$ cat config.mk
export PLATFORM = sky130hd
export DESIGN_NAME = multicycle_controller_flat
export DESIGN_NICKNAME = d
export VERILOG_FILES = /design/src/rtl/multicycle_controller_pkg.sv /design/src/rtl/multicycle_controller_if.sv /design/src/rtl/multicycle_controller_opcode_class_decode.sv /design/src/rtl/multicycle_controller.sv /design/src/flat_wrapper.sv
export SDC_FILE = /design/constraint.sdc
export NUM_CORES = 1
export LEC_CHECK = 0
export ABC_AREA = 1
export CELL_PAD_IN_SITES_DETAIL_PLACEMENT = 0
export CELL_PAD_IN_SITES_GLOBAL_PLACEMENT = 1
export CORE_UTILIZATION = 44
export DETAILED_ROUTE_END_ITERATION = 10
export DONT_BUFFER_PORTS = 1
export PLACE_DENSITY = 0.8
export SLEW_MARGIN = 5
export SYNTH_ARGS = -nofsm -noshare
export SYNTH_HDL_FRONTEND = slang
export SYNTH_SLANG_ARGS = --single-unit
$ cat constraint.sdc
create_clock -name clk -period 3.44 [get_ports clk]
set_input_delay 0.344 -clock clk [delete_from_list [all_inputs] [get_ports clk]]
set_output_delay 0.344 -clock clk [all_outputs]
set_load 0.1 [all_outputs]
$ cat src/rtl/multicycle_controller_pkg.sv
// Shared types and constants for the multi-cycle RV32I control FSM:
// FSM state encoding, opcode values, ALUOp classes, fault codes and the
// bundle of datapath control strobes produced by the output decoder.
package multicycle_controller_pkg;

   typedef enum logic [2:0] {
      FETCH  = 3'd0,
      DECODE = 3'd1,
      EXEC   = 3'd2,
      MEM    = 3'd3,
      WB     = 3'd4,
      TRAP   = 3'd5
   } state_e;

   localparam logic [6:0] OP_R    = 7'b0110011;
   localparam logic [6:0] OP_I    = 7'b0010011;
   localparam logic [6:0] OP_LUI  = 7'b0110111;
   localparam logic [6:0] OP_LW   = 7'b0000011;
   localparam logic [6:0] OP_SW   = 7'b0100011;
   localparam logic [6:0] OP_BR   = 7'b1100011;
   localparam logic [6:0] OP_JAL  = 7'b1101111;
   localparam logic [6:0] OP_JALR = 7'b1100111;

   localparam logic [1:0] ALUOP_MEM = 2'b00;
   localparam logic [1:0] ALUOP_BR  = 2'b01;
   localparam logic [1:0] ALUOP_RI  = 2'b10;
   localparam logic [1:0] ALUOP_LUI = 2'b11;

   localparam logic [1:0] FAULT_NONE    = 2'b00;
   localparam logic [1:0] FAULT_ILLEGAL = 2'b01;
   localparam logic [1:0] FAULT_TIMEOUT = 2'b10;

   // One-hot instruction class; exactly one bit is set for any opcode.
   typedef struct packed {
      logic r;
      logic i;
      logic lui;
      logic lw;
      logic sw;
      logic br;
      logic jal;
      logic jalr;
      logic illegal;
   } op_class_t;

   // Datapath control strobes (fault is carried separately, it is state).
   typedef struct packed {
      logic       mem_req;
      logic       mem_we;
      logic       iord;
      logic       ir_write;
      logic       mdr_write;
      logic       pc_write;
      logic       alu_src;
      logic       memto_reg;
      logic       reg_write;
      logic       mem_read;
      logic       mem_write;
      logic       branch;
      logic       jsel;
      logic       jalr_sel;
      logic       rw_sel;
      logic [1:0] alu_op;
      logic       instr_done;
   } ctrl_t;

endpackage

$ cat src/rtl/multicycle_controller_if.sv
// Controller <-> datapath/memory signal bundle. The controller side uses
// the master modport; the datapath (or a bench) uses the slave modport.
interface multicycle_controller_if #(
   parameter int ALUOP_W = 2
);
   logic [6:0]         Opcode;
   logic               mem_ready;
   logic               mem_req;
   logic               mem_we;
   logic               IorD;
   logic               IRWrite;
   logic               MdrWrite;
   logic               PCWrite;
   logic               ALUSrc;
   logic               MemtoReg;
   logic               RegWrite;
   logic               MemRead;
   logic               MemWrite;
   logic               Branch;
   logic               JSel;
   logic               JalrSel;
   logic               RWSel;
   logic [ALUOP_W-1:0] ALUOp;
   logic               instr_done;
   logic [1:0]         fault;

   modport master (
      input  Opcode, mem_ready,
      output mem_req, mem_we, IorD, IRWrite, MdrWrite, PCWrite, ALUSrc,
             MemtoReg, RegWrite, MemRead, MemWrite, Branch, JSel, JalrSel,
             RWSel, ALUOp, instr_done, fault
   );

   modport slave (
      output Opcode, mem_ready,
      input  mem_req, mem_we, IorD, IRWrite, MdrWrite, PCWrite, ALUSrc,
             MemtoReg, RegWrite, MemRead, MemWrite, Branch, JSel, JalrSel,
             RWSel, ALUOp, instr_done, fault
   );
endinterface

$ cat src/rtl/multicycle_controller_opcode_class_decode.sv
// Combinational opcode classifier: maps IR[6:0] to a one-hot class vector.
// Anything not in the supported RV32I subset is flagged illegal.
module multicycle_controller_opcode_class_decode
   import multicycle_controller_pkg::*;
(
   input  logic [6:0] opcode_i,
   output op_class_t  class_o
);

   // Classify the opcode; default covers every unsupported encoding.
   always_comb begin
      class_o = '0;
      case (opcode_i)
         OP_R:    class_o.r       = 1'b1;
         OP_I:    class_o.i       = 1'b1;
         OP_LUI:  class_o.lui     = 1'b1;
         OP_LW:   class_o.lw      = 1'b1;
         OP_SW:   class_o.sw      = 1'b1;
         OP_BR:   class_o.br      = 1'b1;
         OP_JAL:  class_o.jal     = 1'b1;
         OP_JALR: class_o.jalr    = 1'b1;
         default: class_o.illegal = 1'b1;
      endcase
   end

endmodule

$ cat src/rtl/multicycle_controller.sv
// Multi-cycle RV32I control FSM (FETCH/DECODE/EXEC/MEM/WB/TRAP) with a
// memory ready/wait handshake, request timeout, illegal-opcode handling
// and a one-cycle retire pulse. Controls are decoded from state + IR
// opcode (+ mem_ready for the handshake strobes) and are all 0 in reset.
module multicycle_controller
   import multicycle_controller_pkg::*;
#(
   parameter int MEM_TIMEOUT     = 16,
   parameter bit TRAP_ON_ILLEGAL = 1'b1,
   parameter int ALUOP_W         = 2
) (
   input logic                      clk,
   input logic                      reset,
   multicycle_controller_if.master  bus
);

   // A zero timeout disables the counter; keep it 1 bit wide so it exists.
   localparam int CNT_W = (MEM_TIMEOUT > 0) ? $clog2(MEM_TIMEOUT + 1) : 1;
   localparam logic [CNT_W-1:0] CNT_LAST =
      (MEM_TIMEOUT > 0) ? CNT_W'(MEM_TIMEOUT - 1) : '0;
   localparam logic [CNT_W-1:0] CNT_MAX = '1;
   localparam bit TIMEOUT_EN = (MEM_TIMEOUT > 0);

   state_e           state_q,    state_d;
   logic [CNT_W-1:0] wait_cnt_q, wait_cnt_d;
   logic [1:0]       fault_q,    fault_d;
   op_class_t        cls_s;
   ctrl_t            ctrl_s;
   logic             timeout_hit_s;

   multicycle_controller_opcode_class_decode u_class_decode (
      .opcode_i (bus.Opcode),
      .class_o  (cls_s)
   );

   // Last permitted unready cycle of the current memory request.
   assign timeout_hit_s = TIMEOUT_EN && (wait_cnt_q == CNT_LAST);

   // Next-state, wait counter and fault logic. The counter is zero in every
   // state except while a request is waiting, so it starts cleared on entry
   // to FETCH and MEM.
   always_comb begin
      state_d    = state_q;
      wait_cnt_d = '0;
      fault_d    = fault_q;
      case (state_q)
         FETCH: begin
            if (bus.mem_ready) begin
               state_d = DECODE;
            end else if (timeout_hit_s) begin
               state_d = TRAP;
               fault_d = FAULT_TIMEOUT;
            end else begin
               wait_cnt_d = (wait_cnt_q == CNT_MAX) ? wait_cnt_q : wait_cnt_q + 1'b1;
            end
         end
         DECODE: begin
            if (cls_s.illegal) begin
               if (TRAP_ON_ILLEGAL) begin
                  state_d = TRAP;
                  fault_d = FAULT_ILLEGAL;
               end else begin
                  state_d = FETCH;
               end
            end else begin
               state_d = EXEC;
            end
         end
         EXEC: begin
            if (cls_s.lw || cls_s.sw) begin
               state_d = MEM;
            end else if (cls_s.r || cls_s.i || cls_s.lui) begin
               state_d = WB;
            end else begin
               state_d = FETCH;
            end
         end
         MEM: begin
            if (bus.mem_ready) begin
               state_d = cls_s.lw ? WB : FETCH;
            end else if (timeout_hit_s) begin
               state_d = TRAP;
               fault_d = FAULT_TIMEOUT;
            end else begin
               wait_cnt_d = (wait_cnt_q == CNT_MAX) ? wait_cnt_q : wait_cnt_q + 1'b1;
            end
         end
         WB: begin
            state_d = FETCH;
         end
         TRAP: begin
            state_d = TRAP;
         end
         default: begin
            state_d = FETCH;
            fault_d = FAULT_NONE;
         end
      endcase
   end

   // State, wait counter and sticky fault registers.
   always_ff @(posedge clk) begin
      if (reset) begin
         state_q    <= FETCH;
         wait_cnt_q <= '0;
         fault_q    <= FAULT_NONE;
      end else begin
         state_q    <= state_d;
         wait_cnt_q <= wait_cnt_d;
         fault_q    <= fault_d;
      end
   end

   // Control decode from state and IR opcode; everything idle during reset.
   always_comb begin
      ctrl_s = '0;
      if (!reset) begin
         case (state_q)
            FETCH: begin
               ctrl_s.mem_req  = 1'b1;
               ctrl_s.mem_read = 1'b1;
               ctrl_s.ir_write = bus.mem_ready;
               ctrl_s.pc_write = bus.mem_ready;
            end
            DECODE: begin
               ctrl_s.instr_done = cls_s.illegal && !TRAP_ON_ILLEGAL;
            end
            EXEC: begin
               if (cls_s.r) begin
                  ctrl_s.alu_op = ALUOP_RI;
               end else if (cls_s.i) begin
                  ctrl_s.alu_op  = ALUOP_RI;
                  ctrl_s.alu_src = 1'b1;
               end else if (cls_s.lui) begin
                  ctrl_s.alu_op  = ALUOP_LUI;
                  ctrl_s.alu_src = 1'b1;
               end else if (cls_s.lw || cls_s.sw) begin
                  ctrl_s.alu_op  = ALUOP_MEM;
                  ctrl_s.alu_src = 1'b1;
               end else if (cls_s.br) begin
                  ctrl_s.branch     = 1'b1;
                  ctrl_s.alu_op     = ALUOP_BR;
                  ctrl_s.instr_done = 1'b1;
               end else if (cls_s.jal || cls_s.jalr) begin
                  ctrl_s.jsel       = 1'b1;
                  ctrl_s.rw_sel     = 1'b1;
                  ctrl_s.reg_write  = 1'b1;
                  ctrl_s.pc_write   = 1'b1;
                  ctrl_s.jalr_sel   = cls_s.jalr;
                  ctrl_s.alu_src    = cls_s.jalr;
                  ctrl_s.instr_done = 1'b1;
               end else begin
                  ctrl_s = '0;
               end
            end
            MEM: begin
               ctrl_s.mem_req    = 1'b1;
               ctrl_s.iord       = 1'b1;
               ctrl_s.mem_we     = cls_s.sw;
               ctrl_s.mem_write  = cls_s.sw;
               ctrl_s.mem_read   = cls_s.lw;
               ctrl_s.mdr_write  = bus.mem_ready && cls_s.lw;
               ctrl_s.instr_done = bus.mem_ready && cls_s.sw;
            end
            WB: begin
               ctrl_s.reg_write  = 1'b1;
               ctrl_s.memto_reg  = cls_s.lw;
               ctrl_s.rw_sel     = 1'b0;
               ctrl_s.instr_done = 1'b1;
            end
            TRAP: begin
               ctrl_s = '0;
            end
            default: begin
               ctrl_s = '0;
            end
         endcase
      end else begin
         ctrl_s = '0;
      end
   end

   assign bus.mem_req    = ctrl_s.mem_req;
   assign bus.mem_we     = ctrl_s.mem_we;
   assign bus.IorD       = ctrl_s.iord;
   assign bus.IRWrite    = ctrl_s.ir_write;
   assign bus.MdrWrite   = ctrl_s.mdr_write;
   assign bus.PCWrite    = ctrl_s.pc_write;
   assign bus.ALUSrc     = ctrl_s.alu_src;
   assign bus.MemtoReg   = ctrl_s.memto_reg;
   assign bus.RegWrite   = ctrl_s.reg_write;
   assign bus.MemRead    = ctrl_s.mem_read;
   assign bus.MemWrite   = ctrl_s.mem_write;
   assign bus.Branch     = ctrl_s.branch;
   assign bus.JSel       = ctrl_s.jsel;
   assign bus.JalrSel    = ctrl_s.jalr_sel;
   assign bus.RWSel      = ctrl_s.rw_sel;
   assign bus.ALUOp      = ALUOP_W'(ctrl_s.alu_op);
   assign bus.instr_done = ctrl_s.instr_done;
   assign bus.fault      = reset ? FAULT_NONE : fault_q;

endmodule
$ cat src/flat_wrapper.sv
// flat-port wrapper written by rule: the top's interface ports become plain ports
module multicycle_controller_flat import multicycle_controller_pkg::*;
#(
   parameter int MEM_TIMEOUT     = 16,
   parameter bit TRAP_ON_ILLEGAL = 1'b1,
   parameter int ALUOP_W         = 2
)
  (clk, reset, bus_Opcode, bus_mem_ready, bus_mem_req, bus_mem_we, bus_IorD, bus_IRWrite, bus_MdrWrite, bus_PCWrite, bus_ALUSrc, bus_MemtoReg, bus_RegWrite, bus_MemRead, bus_MemWrite, bus_Branch, bus_JSel, bus_JalrSel, bus_RWSel, bus_ALUOp, bus_instr_done, bus_fault);
  multicycle_controller_if #(.ALUOP_W(ALUOP_W)) bus_i ();
  input logic clk;
  input logic reset;
  input wire logic [$bits(bus_i.Opcode)-1:0] bus_Opcode;
  input wire logic [$bits(bus_i.mem_ready)-1:0] bus_mem_ready;
  output wire logic [$bits(bus_i.mem_req)-1:0] bus_mem_req;
  output wire logic [$bits(bus_i.mem_we)-1:0] bus_mem_we;
  output wire logic [$bits(bus_i.IorD)-1:0] bus_IorD;
  output wire logic [$bits(bus_i.IRWrite)-1:0] bus_IRWrite;
  output wire logic [$bits(bus_i.MdrWrite)-1:0] bus_MdrWrite;
  output wire logic [$bits(bus_i.PCWrite)-1:0] bus_PCWrite;
  output wire logic [$bits(bus_i.ALUSrc)-1:0] bus_ALUSrc;
  output wire logic [$bits(bus_i.MemtoReg)-1:0] bus_MemtoReg;
  output wire logic [$bits(bus_i.RegWrite)-1:0] bus_RegWrite;
  output wire logic [$bits(bus_i.MemRead)-1:0] bus_MemRead;
  output wire logic [$bits(bus_i.MemWrite)-1:0] bus_MemWrite;
  output wire logic [$bits(bus_i.Branch)-1:0] bus_Branch;
  output wire logic [$bits(bus_i.JSel)-1:0] bus_JSel;
  output wire logic [$bits(bus_i.JalrSel)-1:0] bus_JalrSel;
  output wire logic [$bits(bus_i.RWSel)-1:0] bus_RWSel;
  output wire logic [$bits(bus_i.ALUOp)-1:0] bus_ALUOp;
  output wire logic [$bits(bus_i.instr_done)-1:0] bus_instr_done;
  output wire logic [$bits(bus_i.fault)-1:0] bus_fault;
  assign bus_i.Opcode = bus_Opcode;
  assign bus_i.mem_ready = bus_mem_ready;
  assign bus_mem_req = bus_i.mem_req;
  assign bus_mem_we = bus_i.mem_we;
  assign bus_IorD = bus_i.IorD;
  assign bus_IRWrite = bus_i.IRWrite;
  assign bus_MdrWrite = bus_i.MdrWrite;
  assign bus_PCWrite = bus_i.PCWrite;
  assign bus_ALUSrc = bus_i.ALUSrc;
  assign bus_MemtoReg = bus_i.MemtoReg;
  assign bus_RegWrite = bus_i.RegWrite;
  assign bus_MemRead = bus_i.MemRead;
  assign bus_MemWrite = bus_i.MemWrite;
  assign bus_Branch = bus_i.Branch;
  assign bus_JSel = bus_i.JSel;
  assign bus_JalrSel = bus_i.JalrSel;
  assign bus_RWSel = bus_i.RWSel;
  assign bus_ALUOp = bus_i.ALUOp;
  assign bus_instr_done = bus_i.instr_done;
  assign bus_fault = bus_i.fault;
  multicycle_controller #(.MEM_TIMEOUT(MEM_TIMEOUT), .TRAP_ON_ILLEGAL(TRAP_ON_ILLEGAL), .ALUOP_W(ALUOP_W)) u_core (.clk(clk), .reset(reset), .bus(bus_i));
endmodule
* Word-level counts from Yosys, hierarchy flattened
Index checks and enable logic that the tools add are counted.
W data, S select, Z words.
** Word-level totals
- Output and inout bits :: 20
- Bits of input ports :: 10
- Bits in registers :: 10
- Word-level logic and storage cells :: 96
** Cells by class
- Reduce and logical (&&, ||, !) cells :: 12
- Bitwise logic cells :: 2
- $add $sub $neg :: 1
- Equality and inequality tests :: 18
- Muxes and demuxes :: 60
** Operators by type and width (number)
- $mux W3 :: 10
- $mux W6 :: 4
- $mux W8 :: 3
- $mux W2 :: 11
- $eq A7 B6 Y1 const B :: 3
- $eq A7 B7 Y1 const B :: 3
- $mux W1 :: 19
- $mux W18 :: 1
- $mux W15 :: 1
- $pmux W3 S5 :: 1
- $pmux W1 S2 :: 5
- $pmux W2 S2 :: 2
- $reduce_or A8 Y1 :: 1
- $eq A7 B2 Y1 const B :: 1
- $eq A7 B5 Y1 const B :: 1
- $eq A3 B2 Y1 const B :: 2
- $eq A3 B3 Y1 const B :: 2
- $pmux W1 S3 :: 2
- $pmux W2 S3 :: 1
- $add A5 B1 Y5 const B :: 1
- $eq A5 B4 Y1 const B :: 1
- $eq A5 B5 Y1 const B :: 1
- $logic_or A1 B1 Y1 :: 4
- $ne A2 B2 Y1 const B :: 2
- other kinds (9) :: 11

* Longest topological paths before layout
- Word-level depth :: 11
- Depth in mapped cells :: 11
- Mapped depth without buffers :: 11

* Hierarchy
A second synthesis with hierarchy kept.
** Second synthesis, totals
- Cells, all modules :: 175
- Area, all modules :: 1014.7 µm²
** By module, submodules not included
- multicycle_controller :: cells an instance 136, seq. area each 200.2 µm², area each 823.3 µm², times used 1
- multicycle_controller_opcode_class_decode :: cells an instance 39, seq. area each 0.0 µm², area each 191.4 µm², times used 1

* Worst setup path before layout
No wires, ideal clock.
- Kind :: in2out
- Start :: in bus_Opcode[3]
- End :: out bus_mem_we
- Setup slack :: -0.244 ns
- Data arrival time :: 3.340 ns
- Cell stages on the path :: 6
- Path buffers :: 1
- Cell sequence :: inv_1 -> nand2_2 -> nor2_8 -> nand2_1 -> nor3_1 -> buf_4
** Between the ends
- Word-level cells in the longest chain between the ends :: 7
- Elaborated cells on any way between the ends :: 13
- Classes of those cells :: eq/ne (4); mux (9)
** RTL lines
- start: declaration :: line flat_wrapper.sv:12 : input wire logic [$bits(bus_i.Opcode)-1:0] bus_Opcode;
- $eq A7 B6 Y1 :: line multicycle_controller_opcode_class_decode.sv:13 : case (opcode_i)
- $mux W1 :: line multicycle_controller_opcode_class_decode.sv:13
- $mux W6 :: line multicycle_controller.sv:134 : end else if (cls_s.lui) begin
- $mux W6 :: line multicycle_controller.sv:131 : end else if (cls_s.i) begin
- $mux W15 :: line multicycle_controller.sv:129 : if (cls_s.r) begin
- $pmux W2 S2 * :: line multicycle_controller.sv:118 : case (state_q)
- $mux W18 * :: line multicycle_controller.sv:117 : if (!reset) begin
- end: declaration :: line flat_wrapper.sv:15 : output wire logic [$bits(bus_i.mem_we)-1:0] bus_mem_we;
Every way passes the cells marked *; elsewhere a longest branch is shown, timed or not.

* Worst setup path after layout
- Start :: reg u_core.state_q[0]
- End :: out bus_PCWrite
** Between the ends
- Word-level cells in the longest chain between the ends :: 3
- Elaborated cells on any way between the ends :: 4
- Classes of those cells :: eq/ne (1); mux (2); reduce/logical (1)
** RTL lines
- start: declaration :: line multicycle_controller.sv:24 : state_e state_q, state_d;
- start signal: assignment :: line multicycle_controller.sv:108 : state_q <= state_d;
- $eq A3 B2 Y1 / $logic_not A3 Y1 (equally long branches) :: line multicycle_controller.sv:118
- $pmux W1 S2 * :: line multicycle_controller.sv:118
- $mux W18 * :: line multicycle_controller.sv:117
- end: declaration :: line flat_wrapper.sv:19 : output wire logic [$bits(bus_i.PCWrite)-1:0] bus_PCWrite;
Marked as above.

==> impl_metrics.json <==
{
  "antenna_found_initial": 0,
  "gp_congestion": 0.909,
  "route.vias.total": 944,
  "fin_worst_skew_ps": 8.18,
  "ctsHtreeMaxLevel": 1,
  "clkTransAtPathRegs_ps": 70,
  "clock_path_buffers": 2,
  "cts_made_buffers": 3,
  "arrival_ps": 2140,
  "die-area_mm2": 0.00226,
  "ys_seq_area_frac": 0.219,
  "max-slew-margin-rel": 0.280,
  "synth.top_cell.area_share": 0.219,
  "postCtsSetupBuffers": 0,
  "power.density_mw_per_mm2": 553,
  "fmax_mhz": 403,
  "post_cts_resized": 0,
  "netlist_area_um2": 912,
  "dr.pass1.iters": 4,
  "setup_viol": 0,
  "io-pin-count": 30,
  "power.share.combinational": 0.588,
  "drive_above_1_share": 0.379,
  "ys.flop_type": "dfxtp_1",
  "final-hold-violation-count": 0,
  "overflow": 0,
  "placed_cell_area_mm2": 0.00112,
  "initial_core_util": 0.465,
  "dp_cells": 184,
  "diodes": 0,
  "end_kind": "output pin",
  "tightest_slew_ps": 1080,
  "rsz0062_at_grt": "false",
  "drtAntennaViolNets": 0,
  "placementRows": 16,
  "finalNetCount": 175,
  "synth_common_cells": "29 x nand2_1, 23 x nor2_1, 16 x inv_1",
  "finalCriticalPeriod_ps": 2480,
  "grt_pass1_vias": 758,
  "synth_edf_count": 0,
  "stdcell_area_mm2": 0.00116,
  "finalNonFillerCells": 188,
  "worst_slack_ps": 957,
  "total_power_uw": 642,
  "p_sw_frac": 0.548,
  "grt_max_degree": 15,
  "place_hpwl_um": 1860,
  "synthArstFlopShare": 0,
  "final_max_slew_viol_count": 0,
  "area_growth_pct": 27.3,
  "grt.total_usage": 0.198,
  "status": "completed",
  "drv_cap": 0,
  "synth-seq-cells": 10,
  "die_x_um": 47.5,
  "synth_top_cell_by_area": "dfxtp_1",
  "route.detailed.drc": 0,
  "cts_root_buf": "clkbuf_4",
  "cts_tree": "yes",
  "portBuffers": 0,
  "cts_hold_buf": 0,
  "ir_drop_mv": 0.349,
  "fin_tns_setup_ps": 0,
  "clkPwrFrac": 0.167,
  "ys_warn_count": 0,
  "synth_most_common_cell": "nand2_1",
  "required_ps": 3100,
  "p_leak_nw": 0.534,
  "whs_ps": 132,
  "routed_via_density": 5.02,
  "criticalPathCategory": "flip-flop to output pin",
  "dp_slack_ps": 1260,
  "critical_path.max_fanout": 5,
  "cts_sinks": 10,
  "die_h_um": 47.5,
  "critPathLaunchType": "flip-flop",
  "ff_latch_area_um2": 200,
  "multi_input_area_um2": 683,
  "syn_nets": 158,
  "fillers": 207,
  "drt-total-wl_um": 2200,
  "seqPwrFrac": 0.245,
  "synth_cell_types": 28,
  "core_mm2": 0.00196,
  "synth_area_per_cell_um2": 6.29,
  "synthCells": 145,
  "synth.area.top_cells": "dfxtp_1 22%, nand2_1 12%, nor2_1 9.5%",
  "clock_latency_ps": 270,
  "post-route-util": 0.592,
  "power.switching_uw": 352,
  "wl_per_cell_um": 11.7,
  "hold_path.class": "input pin to flip-flop",
  "internal_power_uw": 290,
  "period_share": 0.722,
  "grt_first_pass_wirelength_um": 3120,
  "drt-initial-drc-count": 25
}
-- cell type report --
type                    instances  share of cell area
inverters                      20              0.0647
clock buffers                   4              0.0313
multi-input cells             112               0.588
repair buffers                 15               0.114
well taps                      27              0.0291
flip-flops and latches         10               0.172
-- registers in the layout, summed over array words and instances (netlist names) --
name and flops:
u_core.fault_q 2, u_core.state_q 3, u_core.wait_cnt_q 5
-- layout by cell type (no fill, tap or decap) --
master and instances:
a21boi_2 1, a21oi_1 7, a21oi_2 3, a31oi_1 2
a31oi_2 1, and2_1 1, and3_1 1, buf_16 1
buf_4 14, clkbuf_4 3, clkbuf_8 1, dfxtp_1 10
ha_1 3, inv_1 16, inv_2 4, nand2_1 29
nand2_2 10, nand2_4 1, nand3_1 8, nand3_2 4
nand4_1 3, nor2_1 15, nor2_2 9, nor2_4 4
nor2_8 1, nor3_1 1, nor3_4 2, o211ai_1 1
o21ai_0 1, o21ai_1 1, or2_2 2, xor2_1 1
-- routing by layer --
metal  vias to the layer above  routed length [um]  part of all wire  global-route usage
li1                        493                   -                 -                   -
met1                       423                 970              0.44               0.252
met2                        28                1080              0.49               0.337
met3                         0                 149             0.068              0.0792
met4                         0                   0                 0                   0
met5                         -                   0                 0                   0
-- kinds of logic after synthesis --
logic type	Yosys count	share of synthesized area
compound gates	17	0.107
xor+xnor	1	0.00960
fa+ha+maj	3	0.0412
buf+inv	23	0.103
flops	10	0.219
simple gates	91	0.520
-- path summary, 6_finish.rpt --
| kind | cells past startpoint | start | endpoint | slack, ps |
|---|---|---|---|---|
| setup / recovery | 7 | u_core.state_q[0] | bus_PCWrite | 960 |
| hold / removal | 1 | reset | u_core.state_q[0] | 130 |
| setup reg to reg | 7 | u_core.state_q[0] | u_core.wait_cnt_q[1] | 1660 |
| hold reg to reg | 2 | u_core.wait_cnt_q[2] | u_core.wait_cnt_q[2] | 490 |
-- critical path, stage by stage, from the launching register on --
cell	delay, ps
dfxtp_1	360
inv_1	140
nand3_1	130
nor2_1	140
nand3_1	170
nor2_4	120
buf_4	300
or2_2	510
-- power by group through the flow --
stage / logic (mW) / clock network (mW) / registers (mW)
final: 0.377 / 0.107 / 0.157
after global routing: 0.403 / 0.114 / 0.161
after CTS: 0.379 / 0.110 / 0.157
after detailed placement: 0.377 / 0 / 0.159
after global placement: 0.375 / 0 / 0.158
after floorplan: 0.318 / 0 / 0.155
(Power assumes the default switching activity.)
